--- config.mk ---
export PLATFORM = sky130hd
export DESIGN_NAME = dmem_arbiter
export DESIGN_NICKNAME = d
export VERILOG_FILES = /design/src/rtl/dmem_arbiter.sv
export SDC_FILE = /design/constraint.sdc
export NUM_CORES = 1
export LEC_CHECK = 0
export CAP_MARGIN = 10
export CORE_ASPECT_RATIO = 0.5
export CORE_UTILIZATION = 44
export CTS_CLUSTER_DIAMETER = 100
export DETAILED_ROUTE_END_ITERATION = 10
export GPL_TIMING_DRIVEN = 0
export PLACE_DENSITY = 0.84
export SYNTH_ARGS = -nofsm -noshare
export SYNTH_HDL_FRONTEND = slang
export SYNTH_SLANG_ARGS = --single-unit
export TNS_END_PERCENT = 5
--- constraint.sdc ---
create_clock -name clk -period 3.2 [get_ports clk]
set_input_delay 0.32 -clock clk [delete_from_list [all_inputs] [get_ports clk]]
set_output_delay 0.32 -clock clk [all_outputs]
set_load 0.05 [all_outputs]
--- src/rtl/dmem_arbiter.sv ---
// Two-port round-robin arbiter in front of a single-port data RAM.
// Define DMEM_ARB_FIXED_PRIO_EN to make port A win every tie.
module dmem_arbiter #(
  parameter int ADDR_W = 10,
  parameter int DATA_W = 32
) (
  input  logic              clk,
  input  logic              rst_n,
  input  logic              a_req,
  input  logic              a_we,
  input  logic [ADDR_W-1:0] a_addr,
  input  logic [DATA_W-1:0] a_wdata,
  output logic              a_ack,
  output logic [DATA_W-1:0] a_rdata,
  input  logic              b_req,
  input  logic              b_we,
  input  logic [ADDR_W-1:0] b_addr,
  input  logic [DATA_W-1:0] b_wdata,
  output logic              b_ack,
  output logic [DATA_W-1:0] b_rdata,
  output logic              ram_read_enable,
  output logic              ram_write_enable,
  output logic [ADDR_W-1:0] ram_read_address,
  output logic [ADDR_W-1:0] ram_write_address,
  output logic [DATA_W-1:0] ram_data_in,
  input  logic [DATA_W-1:0] ram_data_out,
  output logic              busy
);

  typedef enum logic [1:0] {
    IDLE,
    SETUP,
    STROBE,
    DONE
  } state_e;

  typedef struct packed {
    logic              we;
    logic              port;
    logic [ADDR_W-1:0] addr;
    logic [DATA_W-1:0] wdata;
  } xact_t;

  state_e state_q, state_d;
  xact_t  xact_q, xact_d;

  logic rd_en_q, rd_en_d;
  logic wr_en_q, wr_en_d;
  logic a_ack_q, a_ack_d;
  logic b_ack_q, b_ack_d;
  logic busy_q, busy_d;

  logic [DATA_W-1:0] a_rdata_q, a_rdata_d;
  logic [DATA_W-1:0] b_rdata_q, b_rdata_d;

  logic gnt_v;
  logic gnt_port;
  logic tie_port;

`ifdef DMEM_ARB_FIXED_PRIO_EN
  assign tie_port = 1'b0;
`else
  // 0 = port A, 1 = port B; reset to B so A wins the first tie
  logic last_q, last_d;

  assign tie_port = ~last_q;
`endif

  assign gnt_v = a_req | b_req;

  always_comb begin
    gnt_port = 1'b0;
    unique case (1'b1)
      a_req && !b_req: gnt_port = 1'b0;
      b_req && !a_req: gnt_port = 1'b1;
      a_req && b_req:  gnt_port = tie_port;
      default:         gnt_port = 1'b0;
    endcase
  end

  always_comb begin
    state_d   = state_q;
    xact_d    = xact_q;
    rd_en_d   = 1'b0;
    wr_en_d   = 1'b0;
    a_ack_d   = 1'b0;
    b_ack_d   = 1'b0;
    a_rdata_d = a_rdata_q;
    b_rdata_d = b_rdata_q;
`ifndef DMEM_ARB_FIXED_PRIO_EN
    last_d    = last_q;
`endif
    unique case (state_q)
      IDLE: begin
        if (gnt_v) begin
          state_d     = SETUP;
          xact_d.port = gnt_port;
          xact_d.we   = gnt_port ? b_we    : a_we;
          xact_d.addr = gnt_port ? b_addr  : a_addr;
          xact_d.wdata = gnt_port ? b_wdata : a_wdata;
`ifndef DMEM_ARB_FIXED_PRIO_EN
          last_d      = gnt_port;
`endif
        end
      end
      SETUP: begin
        state_d = STROBE;
        rd_en_d = ~xact_q.we;
        wr_en_d = xact_q.we;
      end
      STROBE: begin
        state_d = DONE;
        a_ack_d = ~xact_q.port;
        b_ack_d = xact_q.port;
        if (!xact_q.we) begin
          if (xact_q.port) b_rdata_d = ram_data_out;
          else             a_rdata_d = ram_data_out;
        end
      end
      DONE: begin
        state_d = IDLE;
      end
      default: begin
        state_d = IDLE;
      end
    endcase
    busy_d = (state_d != IDLE);
  end

  always_ff @(posedge clk or negedge rst_n) begin
    if (!rst_n) begin
      state_q   <= IDLE;
      xact_q    <= '0;
      rd_en_q   <= 1'b0;
      wr_en_q   <= 1'b0;
      a_ack_q   <= 1'b0;
      b_ack_q   <= 1'b0;
      busy_q    <= 1'b0;
      a_rdata_q <= '0;
      b_rdata_q <= '0;
    end else begin
      state_q   <= state_d;
      xact_q    <= xact_d;
      rd_en_q   <= rd_en_d;
      wr_en_q   <= wr_en_d;
      a_ack_q   <= a_ack_d;
      b_ack_q   <= b_ack_d;
      busy_q    <= busy_d;
      a_rdata_q <= a_rdata_d;
      b_rdata_q <= b_rdata_d;
    end
  end

`ifndef DMEM_ARB_FIXED_PRIO_EN
  always_ff @(posedge clk or negedge rst_n) begin
    if (!rst_n) last_q <= 1'b1;
    else        last_q <= last_d;
  end
`endif

  assign ram_read_enable   = rd_en_q;
  assign ram_write_enable  = wr_en_q;
  assign ram_read_address  = xact_q.addr;
  assign ram_write_address = xact_q.addr;
  assign ram_data_in       = xact_q.wdata;
  assign a_ack             = a_ack_q;
  assign b_ack             = b_ack_q;
  assign a_rdata           = a_rdata_q;
  assign b_rdata           = b_rdata_q;
  assign busy              = busy_q;

endmodule

==> impl_metrics.env <==
export IMPL_synthDistinctLibCells=25
export IMPL_min_path_type="input pin to flop"
export IMPL_clockRootBuffer="clkbuf_16"
export IMPL_status="completed"
export IMPL_grt_use_total_pct=25.0
export IMPL_slew_viol_final=0
export IMPL_ys_ff_latch=116
export IMPL_rows=27
export IMPL_antenna_cells=0
export IMPL_clock_sinks=116
export IMPL_synthesis_area_mm2=0.00512
export IMPL_post_cts_setup_buffers=0
export IMPL_arrival_ns=1.73
export IMPL_startpoint="ram_read_address[0]"
export IMPL_clkPwrFrac_pct=18.3
export IMPL_crit_chain="buf_4 -> clkdlybuf4s50_1"
export IMPL_cts_resized=0
export IMPL_clk_pin_slew_ns=0.05
export IMPL_dp_cells=839
export IMPL_pre_cts_ws_ns=1.34
export IMPL_post_route_util_pct=75.3
export IMPL_cts_hold_fix_buffers=1
export IMPL_critPathMaxStageDelay_ns=0.80
export IMPL_maxCapViolations=0
export IMPL_slowest_stage="clkdlybuf4s50_1"
export IMPL_n_fill_cell=716
export IMPL_powerDensity_mw_per_mm2=1340
export IMPL_hold_slack_ns=0.202
export IMPL_setup_tns_ns=0
export IMPL_syn_inst=452
export IMPL_power_switching_mw=5.12
export IMPL_path_max_fanout=3
export IMPL_sw_frac_of_total_pct=45.4
export IMPL_num_io_pins=243
export IMPL_routed_via_count=4259
export IMPL_fp_dieW_um=155
export IMPL_vias_per_cell=4.88
export IMPL_layout_nets=839
export IMPL_post_route_drc_count=0
export IMPL_ant_nets=0
export IMPL_worstSkewPairLatency_ns=0.41
export IMPL_wl_per_cell_um=16.5
export IMPL_synthTopCellsByArea="dfrtp_1, mux2_2, a21oi_1"
export IMPL_h_tree_depth=4
export IMPL_power_frac_seq_pct=23.7
export IMPL_synth_avg_cell_area_um2=11.3
export IMPL_critical_path_class="flop to output pin"
export IMPL_synth_ff_type="dfrtp_1"
export IMPL_setup_slack_ns=1.15
export IMPL_synth_top_cells_by_count="dfrtp_1, a21oi_1, mux2_2, buf_4, nor2_1"
export IMPL_area_delta_synth_final_pct=64.0
export IMPL_clock_path_buffers=2
export IMPL_worstPathRequired_ns=2.88
export IMPL_min_period_ns=2.05
export IMPL_p_comb_share_pct=58.0
export IMPL_grt_overflow_total=0
export IMPL_coreArea_mm2=0.0111
export IMPL_wl_mm=14.4
export IMPL_p_leak_nw=3.66
export IMPL_cp_end_kind="output pin"
export IMPL_synth_edff_count=0
export IMPL_syn_nets=577
export IMPL_grt_max_degree=76
export IMPL_die_area_mm2=0.0121
export IMPL_relSlewSlack_pct=62.6
export IMPL_final_cells=872
export IMPL_placed_cell_area_mm2=0.00774
export IMPL_totalPowerFinal_mw=11.3
export IMPL_critPathTopFamily="buffers and inverters"
export IMPL_max_vdd_ir_drop_uv=715
export IMPL_yosys_warnings=0
export IMPL_hold_viol=0
export IMPL_antenna_found_initial=0
export IMPL_fin_area_mm2=0.00840
export IMPL_cts_tree="yes"
export IMPL_power_internal_mw=6.16
export IMPL_fin_skew_ns=0.00971
export IMPL_port_buffer_count=241
export IMPL_setup_viol=0
export IMPL_hpwlAfterDp_mm=10.2
export IMPL_drive_gt1_share_pct=23.4
export IMPL_first_global_vias=4518
export IMPL_cts_buffers=17
export IMPL_min_from="a_req"
export IMPL_grt_pass1_wl_mm=23.1
export IMPL_start_kind="flop"
export IMPL_yosysMostFrequentCell="dfrtp_1"
export IMPL_start_util_pct=45.9
export IMPL_synth_top_area_share_pct=56.2
export IMPL_rsz0062_at_grt="no"
export IMPL_crit_buf_inv=2
export IMPL_gp_congestion=0.779
export IMPL_r2r_start="state_q[0]"
export IMPL_drt_iter0_markers=196
export IMPL_firstDrtPassIters=4
export IMPL_synth_top_area_cell="dfrtp_1"
export IMPL_die_h_um=78.3
export IMPL_synthArstFlopShare_pct=100
export IMPL_period_share_pct=64.0
export IMPL_synth_seq_area_share_pct=56.7
export IMPL_tightest_slew_ns=0.560
export IMPL_fmax_mhz=489
[cell type report]
cell class	instances	area [um^2]	area share (%)
sequential	116	2900	34.6
timing repair buffer	243	2450	29.2
multi-input combinational	256	1650	19.7
buffer	78	558	6.65
clock buffer	23	468	5.57
tap	145	181	2.16
clock inverter	9	175	2.09
inverter	2	7.51	0.0894
[cell usage in the layout, fill, tap and decap left out, types with 7 or more instances in the layout]
| cell | n |
|---|---|
| buf_6 | 7 |
| nand2_1 | 43 |
| mux2_2 | 55 |
| nor2_1 | 44 |
| dfrtp_1 | 115 |
| buf_4 | 52 |
| buf_2 | 19 |
| a21oi_1 | 88 |
| clkdlybuf4s50_1 | 240 |
| mux2_1 | 9 |
| clkbuf_16 | 17 |
[worst paths after layout]
path / to / cells past startpoint / slack, ns
worst max-delay path: ram_write_address[0] / 2 / 1.15
worst min-delay path: last_q / 2 / 0.20
worst max register to register: a_rdata[4] / 5 / 1.37
worst min register to register: a_rdata[14] / 1 / 0.48
max in group asynchronous: b_rdata[15] / 3 / 2.11
min in group asynchronous: ram_data_in[0] / 2 / 0.40
[power groups by stage]
stage | clock network [mW] | logic (mW) | registers [mW]
2_1_floorplan | 0 | 2.91 | 4.15
3_3_place_gp | 0 | 6.42 | 2.62
3_5_place_dp | 0 | 6.52 | 2.66
4_1_cts | 2.09 | 6.59 | 2.67
5_1_grt | 2.17 | 6.83 | 2.76
6_report | 2.06 | 6.54 | 2.67
[registers in the layout, indices dropped and copies added, names as in the netlist, 2 cells and up]
| signal | cells |
|---|---|
| a_rdata | 32 |
| b_rdata | 32 |
| ram_data_in | 32 |
| ram_read_address | 10 |
| state_q | 2 |
| xact_q | 2 |
[logic make-up after synthesis]
kind of cell	share of synthesized area, %
DFF	56.7
and+or+nand+nor	7.67
buffers and inverters	11.0
muxes	14.1
AOI/OAI and AO/OA	9.77
adders and majority gates	0.733
[per-layer routing]
metal | track usage, % | vias up | routed length, um
met3 | 7.23 | 37 | 710
met1 | 27.1 | 2080 | 5570
li1 | - | 1999 | -
met5 | 0 | - | 0
met2 | 45.8 | 143 | 7660
met4 | 11.4 | 0 | 443
Note: power is estimated with default switching activity, not from simulation.
